$ cat config.mk
export PLATFORM = sky130hd
export DESIGN_NAME = ysyx_22040386_mdu_seq
export DESIGN_NICKNAME = d
export VERILOG_FILES = /design/src/rtl/ysyx_22040386_mdu_pkg.sv /design/src/rtl/ysyx_22040386_mdu_iter.sv /design/src/rtl/ysyx_22040386_mdu_seq.sv
export SDC_FILE = /design/constraint.sdc
export NUM_CORES = 2
export LEC_CHECK = 0
export BUFFER_PORTS_ARGS = -buffer_cell sky130_fd_sc_hd__buf_4
export CAP_MARGIN = 10
export CELL_PAD_IN_SITES_DETAIL_PLACEMENT = 1
export CELL_PAD_IN_SITES_GLOBAL_PLACEMENT = 2
export CORE_UTILIZATION = 37
export CTS_CLUSTER_DIAMETER = 40
export DETAILED_ROUTE_END_ITERATION = 7
export GPL_TIMING_DRIVEN = 0
export PLACE_DENSITY = 0.88
export SYNTH_ARGS = -nofsm -noshare
export SYNTH_HDL_FRONTEND = slang
export SYNTH_SLANG_ARGS = --single-unit
$ cat constraint.sdc
create_clock -name clk -period 9.3 [get_ports clk]
set_clock_uncertainty 0.2 [all_clocks]
set_input_delay 0.93 -clock clk [delete_from_list [all_inputs] [get_ports clk]]
set_output_delay 0.93 -clock clk [all_outputs]
set_load 0.02 [all_outputs]
$ cat src/rtl/ysyx_22040386_mdu_pkg.sv
// Shared definitions for the RV64M multiply/divide sequencer: funct3 codes,
// FSM state encoding and default widths.
package ysyx_22040386_mdu_pkg;

  localparam int unsigned MDU_XLEN  = 64;
  localparam int unsigned MDU_CNT_W = 7;

  localparam logic [2:0] MDU_MUL    = 3'b000;
  localparam logic [2:0] MDU_MULH   = 3'b001;
  localparam logic [2:0] MDU_MULHSU = 3'b010;
  localparam logic [2:0] MDU_MULHU  = 3'b011;
  localparam logic [2:0] MDU_DIV    = 3'b100;
  localparam logic [2:0] MDU_DIVU   = 3'b101;
  localparam logic [2:0] MDU_REM    = 3'b110;
  localparam logic [2:0] MDU_REMU   = 3'b111;

  localparam logic [1:0] S_IDLE = 2'd0;
  localparam logic [1:0] S_CALC = 2'd1;
  localparam logic [1:0] S_DONE = 2'd2;

  // rs1 is treated as signed for mul, mulh, mulhsu, div, rem
  function automatic logic op_a_signed(input logic [2:0] op);
    return (op == MDU_MUL) || (op == MDU_MULH) || (op == MDU_MULHSU) ||
           (op == MDU_DIV) || (op == MDU_REM);
  endfunction

  // rs2 is treated as signed for mul, mulh, div, rem
  function automatic logic op_b_signed(input logic [2:0] op);
    return (op == MDU_MUL) || (op == MDU_MULH) ||
           (op == MDU_DIV) || (op == MDU_REM);
  endfunction

endpackage

$ cat src/rtl/ysyx_22040386_mdu_iter.sv
// One radix-2 step on the {hi, lo} accumulator: shift-add for multiply,
// restoring shift-subtract for divide (hi = partial remainder, lo = quotient).
module ysyx_22040386_mdu_iter
  import ysyx_22040386_mdu_pkg::*;
#(
  parameter int unsigned XLEN = MDU_XLEN
) (
  input  logic                i_is_div,
  input  logic [2*XLEN-1:0]   i_acc,
  input  logic [XLEN-1:0]     i_opnd,
  output logic [2*XLEN-1:0]   o_acc_c
);

  logic [XLEN:0] w_sum;
  logic [XLEN:0] w_rem_sh;
  logic [XLEN:0] w_trial;

  // Multiply adds the multiplicand on lo[0] then shifts right; divide shifts
  // left and keeps the trial difference when it does not borrow.
  always_comb begin
    w_sum    = {1'b0, i_acc[2*XLEN-1:XLEN]} + (i_acc[0] ? {1'b0, i_opnd} : '0);
    w_rem_sh = i_acc[2*XLEN-1:XLEN-1];
    w_trial  = w_rem_sh - {1'b0, i_opnd};
    if (!i_is_div) begin
      o_acc_c = {w_sum, i_acc[XLEN-1:1]};
    end else if (!w_trial[XLEN]) begin
      o_acc_c = {w_trial[XLEN-1:0], i_acc[XLEN-2:0], 1'b1};
    end else begin
      o_acc_c = {i_acc[2*XLEN-2:0], 1'b0};
    end
  end

endmodule

$ cat src/rtl/ysyx_22040386_mdu_seq.sv
// Multi-cycle RV64M mul/div/rem sequencer with valid/ready on both sides.
// Optional MDU_EARLY_OUT_EN: trivial multiplies (zero operand) and divides
// with |a| < |b| complete in one cycle instead of running all iterations.
module ysyx_22040386_mdu_seq
  import ysyx_22040386_mdu_pkg::*;
#(
  parameter int unsigned XLEN  = MDU_XLEN,
  parameter int unsigned CNT_W = MDU_CNT_W
) (
  input  logic            clk,
  input  logic            rst_n,
  input  logic            flush,
  input  logic            in_valid,
  output logic            in_ready,
  input  logic [2:0]      in_op,
  input  logic [XLEN-1:0] in_a,
  input  logic [XLEN-1:0] in_b,
  output logic            out_valid,
  input  logic            out_ready,
  output logic [XLEN-1:0] out_result,
  output logic            busy
);

  localparam logic [CNT_W-1:0] LAST_ITER = CNT_W'(XLEN - 1);
  localparam logic [XLEN-1:0]  SIGNED_MIN = {1'b1, {(XLEN-1){1'b0}}};

  logic [1:0]        r_state, w_state_nxt;
  logic [CNT_W-1:0]  r_cnt, w_cnt_nxt;
  logic [2*XLEN-1:0] r_acc, w_acc_nxt;
  logic [XLEN-1:0]   r_opnd, w_opnd_nxt;
  logic [2:0]        r_op, w_op_nxt;
  logic              r_neg_q, w_neg_q_nxt;
  logic              r_neg_r, w_neg_r_nxt;
  logic [XLEN-1:0]   r_result, w_result_nxt;
  logic              r_in_ready, w_in_ready_nxt;
  logic              r_out_valid, w_out_valid_nxt;
  logic              r_busy, w_busy_nxt;

  logic              w_sa, w_sb;
  logic [XLEN-1:0]   w_mag_a, w_mag_b;
  logic              w_div0, w_ovf, w_early, w_spec;
  logic [XLEN-1:0]   w_early_res, w_spec_res;
  logic [2*XLEN-1:0] w_step, w_prod_fix;
  logic [XLEN-1:0]   w_quo, w_rem, w_fix_res;

  ysyx_22040386_mdu_iter #(.XLEN(XLEN)) u_iter (
    .i_is_div (r_op[2]),
    .i_acc    (r_acc),
    .i_opnd   (r_opnd),
    .o_acc_c  (w_step)
  );

  // Request decode: operand magnitudes and single-cycle special cases
  always_comb begin
    w_sa    = op_a_signed(in_op) & in_a[XLEN-1];
    w_sb    = op_b_signed(in_op) & in_b[XLEN-1];
    w_mag_a = w_sa ? -in_a : in_a;
    w_mag_b = w_sb ? -in_b : in_b;
    w_div0  = in_op[2] && (in_b == '0);
    w_ovf   = ((in_op == MDU_DIV) || (in_op == MDU_REM)) &&
              (in_a == SIGNED_MIN) && (in_b == '1);
`ifdef MDU_EARLY_OUT_EN
    w_early     = (!in_op[2] && ((in_a == '0) || (in_b == '0))) ||
                  (in_op[2] && (w_mag_a < w_mag_b));
    w_early_res = (in_op[2] && in_op[1]) ? in_a : '0;
`else
    w_early     = 1'b0;
    w_early_res = '0;
`endif
    w_spec = w_div0 | w_ovf | w_early;
    if (w_div0) begin
      w_spec_res = in_op[1] ? in_a : '1;
    end else if (w_ovf) begin
      w_spec_res = in_op[1] ? '0 : in_a;
    end else begin
      w_spec_res = w_early_res;
    end
  end

  // Sign fix-up of the last iteration's accumulator into the final result
  always_comb begin
    w_prod_fix = r_neg_q ? -w_step : w_step;
    w_quo      = w_step[XLEN-1:0];
    w_rem      = w_step[2*XLEN-1:XLEN];
    case (r_op)
      MDU_MUL:                        w_fix_res = w_prod_fix[XLEN-1:0];
      MDU_MULH, MDU_MULHSU, MDU_MULHU: w_fix_res = w_prod_fix[2*XLEN-1:XLEN];
      MDU_DIV, MDU_DIVU:              w_fix_res = r_neg_q ? -w_quo : w_quo;
      default:                        w_fix_res = r_neg_r ? -w_rem : w_rem;
    endcase
  end

  // Next-state and next-output logic; flush overrides everything
  always_comb begin
    w_state_nxt  = r_state;
    w_cnt_nxt    = r_cnt;
    w_acc_nxt    = r_acc;
    w_opnd_nxt   = r_opnd;
    w_op_nxt     = r_op;
    w_neg_q_nxt  = r_neg_q;
    w_neg_r_nxt  = r_neg_r;
    w_result_nxt = r_result;
    case (r_state)
      S_IDLE: begin
        if (in_valid && !flush) begin
          w_op_nxt    = in_op;
          w_neg_q_nxt = w_sa ^ w_sb;
          w_neg_r_nxt = w_sa;
          if (w_spec) begin
            w_result_nxt = w_spec_res;
            w_state_nxt  = S_DONE;
          end else begin
            w_state_nxt = S_CALC;
            w_cnt_nxt   = '0;
            if (in_op[2]) begin
              w_acc_nxt  = {{XLEN{1'b0}}, w_mag_a};
              w_opnd_nxt = w_mag_b;
            end else begin
              w_acc_nxt  = {{XLEN{1'b0}}, w_mag_b};
              w_opnd_nxt = w_mag_a;
            end
          end
        end
      end
      S_CALC: begin
        w_acc_nxt = w_step;
        w_cnt_nxt = r_cnt + CNT_W'(1);
        if (r_cnt == LAST_ITER) begin
          w_result_nxt = w_fix_res;
          w_cnt_nxt    = '0;
          w_state_nxt  = S_DONE;
        end
      end
      S_DONE: begin
        if (out_ready) w_state_nxt = S_IDLE;
      end
      default: w_state_nxt = S_IDLE;
    endcase
    if (flush) begin
      w_state_nxt = S_IDLE;
      w_cnt_nxt   = '0;
    end
    w_in_ready_nxt  = (w_state_nxt == S_IDLE);
    w_out_valid_nxt = (w_state_nxt == S_DONE);
    w_busy_nxt      = (w_state_nxt != S_IDLE);
  end

  // State, datapath and registered handshake outputs
  always_ff @(posedge clk or negedge rst_n) begin
    if (!rst_n) begin
      r_state     <= S_IDLE;
      r_cnt       <= '0;
      r_acc       <= '0;
      r_opnd      <= '0;
      r_op        <= '0;
      r_neg_q     <= 1'b0;
      r_neg_r     <= 1'b0;
      r_result    <= '0;
      r_in_ready  <= 1'b1;
      r_out_valid <= 1'b0;
      r_busy      <= 1'b0;
    end else begin
      r_state     <= w_state_nxt;
      r_cnt       <= w_cnt_nxt;
      r_acc       <= w_acc_nxt;
      r_opnd      <= w_opnd_nxt;
      r_op        <= w_op_nxt;
      r_neg_q     <= w_neg_q_nxt;
      r_neg_r     <= w_neg_r_nxt;
      r_result    <= w_result_nxt;
      r_in_ready  <= w_in_ready_nxt;
      r_out_valid <= w_out_valid_nxt;
      r_busy      <= w_busy_nxt;
    end
  end

  assign in_ready   = r_in_ready;
  assign out_valid  = r_out_valid;
  assign out_result = r_result;
  assign busy       = r_busy;

endmodule

==> out/metrics.cfg <==
[run_status]
outcome=finished with violations
failed_checks=slew limit, setup timing

[final_layout]
regArea_sq_um=6840
multiInputGateArea_sq_um=24400
drive_gt1_share_pct=9.90
fillers=11153
fin_cells=6061
synthToLayoutAreaGrowth_pct=15.5
nets=5119

[routing]
antenna_left=0
finalWirelength_mm=218
drc_errors=0
via_per_inst=6.73
num_vias=40774
wl_per_cell_microns=36.0
drt-initial-drc-count=4657
drt_pass1_iterations=6

[yosys]
synth.area.top_cells=dfrtp_1 (21%), o21ai_0 (7.0%), a21oi_1 (6.7%), xnor2_1 (5.7%), nand2_1 (5.4%)
synth_cell_types=119
syn_area_sq_um=33000
ys_async_sr_fraction_pct=100
synth_top_area_share_pct=20.6
seq_area_frac_synth_pct=20.7
netlist_instances=4583
yosys-top-cells-count=nand2_1 (475), o21ai_0 (464), a21oi_1 (441)
synth_area_per_cell_sq_um=7.19
yosysTopAreaCell=dfrtp_1
synth_top_flop_cell=dfrtp_1
syn_nets=4855
synth_edf_count=0
ys_seq_elements=273
ys_warn_count=0
synthMostInstantiatedCell=nand2_1

[sta]
tightestPinTransition_ns=1.53
rsz0062_at_grt=false
report.final.setup_viol=1
fin_crit_ns=9.32
fin_crit_sh_pct=100
hold_viol_final=0
tns_ns=-0.0154
max_freq_mhz=107
drv_slew=1
slew_headroom_pct=-1.95
setup_ws_ns=-0.0154

[floorplan]
fp.dieArea_sq_um=90300
floorplan.initialDensity_pct=37.3
num_io_pins=203
rows=109
die_w_microns=301
die_y_microns=301
core_area_sq_um=88400

[global_route]
grt_pass1_vias=40059
grt_antenna_before_repair=18
grt_overflow=0
grt_max_degree=117
grt_usage_pct=47.0
grt_pass1_wl_mm=302

[setup_path]
cp_cell_sequence=buf_2 -> buf_2 -> buf_4 -> buf_2 -> buf_2 -> buf_2 -> buf_2 -> clkdlybuf4s15_2 -> nand2_1 -> o221ai_2 -> ha_1 -> nand2_1 -> nor2_1 -> nand3_1 -> nor3_2 -> a211oi_2 -> or3_1 -> or4_1 -> or4_4 -> buf_6 -> o21ai_2 -> xnor2_1 -> a221oi_2 -> o211ai_1
cp_max_fo=10
cp_num_buf_inv=9
crit_top_cell=buf_2
crit_family=buffers and inverters
path_class=reg2reg
crit_arrival_ns=9.59
setup.worst_path.end_class=flop
crit_slowest_cell=a221oi_2
worstPathRequired_ns=9.57
cp-start-kind=flop
worst_path_largest_cell_delay_ns=0.64

[clocking]
clock-sinks=273
clock_latency_ns=0.66
clock_path_buffers=3
root_buffer=clkbuf_16
h-tree-depth=2
cts_tree=yes
cts_buffers=53
path_clk_slew_ns=0.06

[placed_design]
dp_cells=5956
dp_slack_ns=-3.24
gp_congestion=1.05
place_hpwl_mm=183
numPortBuffers=200

[pwr]
p_leak_nw=14.6
ir_worst_vdd_mv=0.189
power.density_nw_per_um2=389
p_total_w=0.0148

[run]
max_cap_violations=0

[worst_hold_path]
min_path_type=in2async

state kept, by name (all words and copies together), names as in the netlist:
register,flops
r_acc,128
out_result,64
r_opnd,64
r_cnt,7
r_op,3
r_state,2
busy,1
in_ready,1
out_valid,1
r_neg_q,1
r_neg_r,1
what timing repair did:
action | CTS | global route
gates resized for setup | 17 | 13
setup endpoints to repair | 55 | 19
pin swaps | 1 | 1
hold buffers | 0 | 0
setup buffers | 2 | 0
area by class of cell:
cell class / count / area share (%)
buffer: 306 / 3.49
antenna: 5 / 0.0329
clock buffer: 60 / 3.71
sequential: 273 / 18.0
timing repair buffer: 213 / 4.40
tap: 1165 / 3.83
inverter: 124 / 1.22
clock inverter: 39 / 1.15
multi-input combinational: 3876 / 64.2
cells in the final DEF (no fill, tap or decap), types with 23 or more instances in the layout:
| cell type | count |
|---|---|
| clkbuf_1 | 239 |
| nor3_1 | 133 |
| o31ai_1 | 57 |
| nor4_1 | 38 |
| nand2b_1 | 31 |
| mux2_2 | 28 |
| or4_1 | 23 |
| buf_2 | 24 |
| nor2b_1 | 23 |
| nand2_1 | 474 |
| o21ai_1 | 24 |
| nand4_1 | 100 |
| dfrtp_1 | 269 |
| nor2_1 | 406 |
| inv_1 | 122 |
| o21bai_1 | 24 |
| o211ai_1 | 45 |
| mux2i_1 | 74 |
| a21oi_1 | 441 |
| and2_1 | 83 |
| xor2_1 | 164 |
| and3_1 | 31 |
| o21ai_0 | 464 |
| clkbuf_16 | 54 |
| a211oi_1 | 128 |
| ha_1 | 134 |
| buf_4 | 209 |
| nand3_1 | 150 |
| o41ai_1 | 31 |
| or3_1 | 33 |
| o221ai_1 | 24 |
| xnor2_1 | 213 |
| a21o_1 | 44 |
| o22ai_1 | 23 |
| a31oi_1 | 58 |
| o21a_1 | 47 |
logic make-up after synthesis:
group / after synthesis / share of synthesized area [%]
AO/OA/AOI/OAI: 1605 / 30.8
multiplexers: 104 / 3.27
XOR/XNOR: 377 / 10.0
buffers and inverters: 434 / 5.35
AND/OR/NAND/NOR: 1654 / 24.7
adder cells (fa/ha/maj): 136 / 5.21
flip-flops: 273 / 20.7
layer usage:
| metal | part of all wire, % | vias up | routed length (microns) | GRT usage (%) |
|---|---|---|---|---|
| li1 | - | 17413 | - | - |
| met1 | 38 | 20369 | 83300 | 56.2 |
| met2 | 43 | 2333 | 94400 | 72.6 |
| met3 | 9.3 | 651 | 20300 | 10.6 |
| met4 | 9.3 | 8 | 20300 | 37.1 |
| met5 | 0.027 | - | 58 | 0 |
report_power, final:
part / leakage (nW) / total [W] / internal (W) / switching, W
combinational: 10.6 / 0.0107 / 0.00311 / 0.00757
clock: 0.890 / 0.00203 / 0.00123 / 0.000794
sequential: 3.15 / 0.00209 / 0.00149 / 0.000606
total: 14.6 / 0.0148 / 0.00583 / 0.00897
stage by stage:
stage / utilization [%] / instance area (sq um) / hold WS, ns
finish: 43.1 / 38100 / 0.0630
global route: 43.1 / 38100 / 0.0973
CTS: 43.0 / 38000 / 0.0711
detailed placement: 40.8 / 36100 / 0.285
global placement: 40.7 / 35900 / 0.280
floorplan: - / 33000 / 0.256
worst paths after layout:
path / to / slack (ns) / from / cells after the start
max: out_result[44] / -0.02 / r_op[2] / 24
min: r_acc[124] / 0.06 / rst_n / 1
max reg2reg: out_result[44] / -0.02 / r_op[2] / 24
min reg2reg: out_result[59] / 0.30 / out_result[59] / 2
max in group asynchronous: r_opnd[14] / 7.75 / rst_n / 2
min in group clk: out_result[59] / 0.30 / out_result[59] / 2
(Power assumes the default switching activity.)
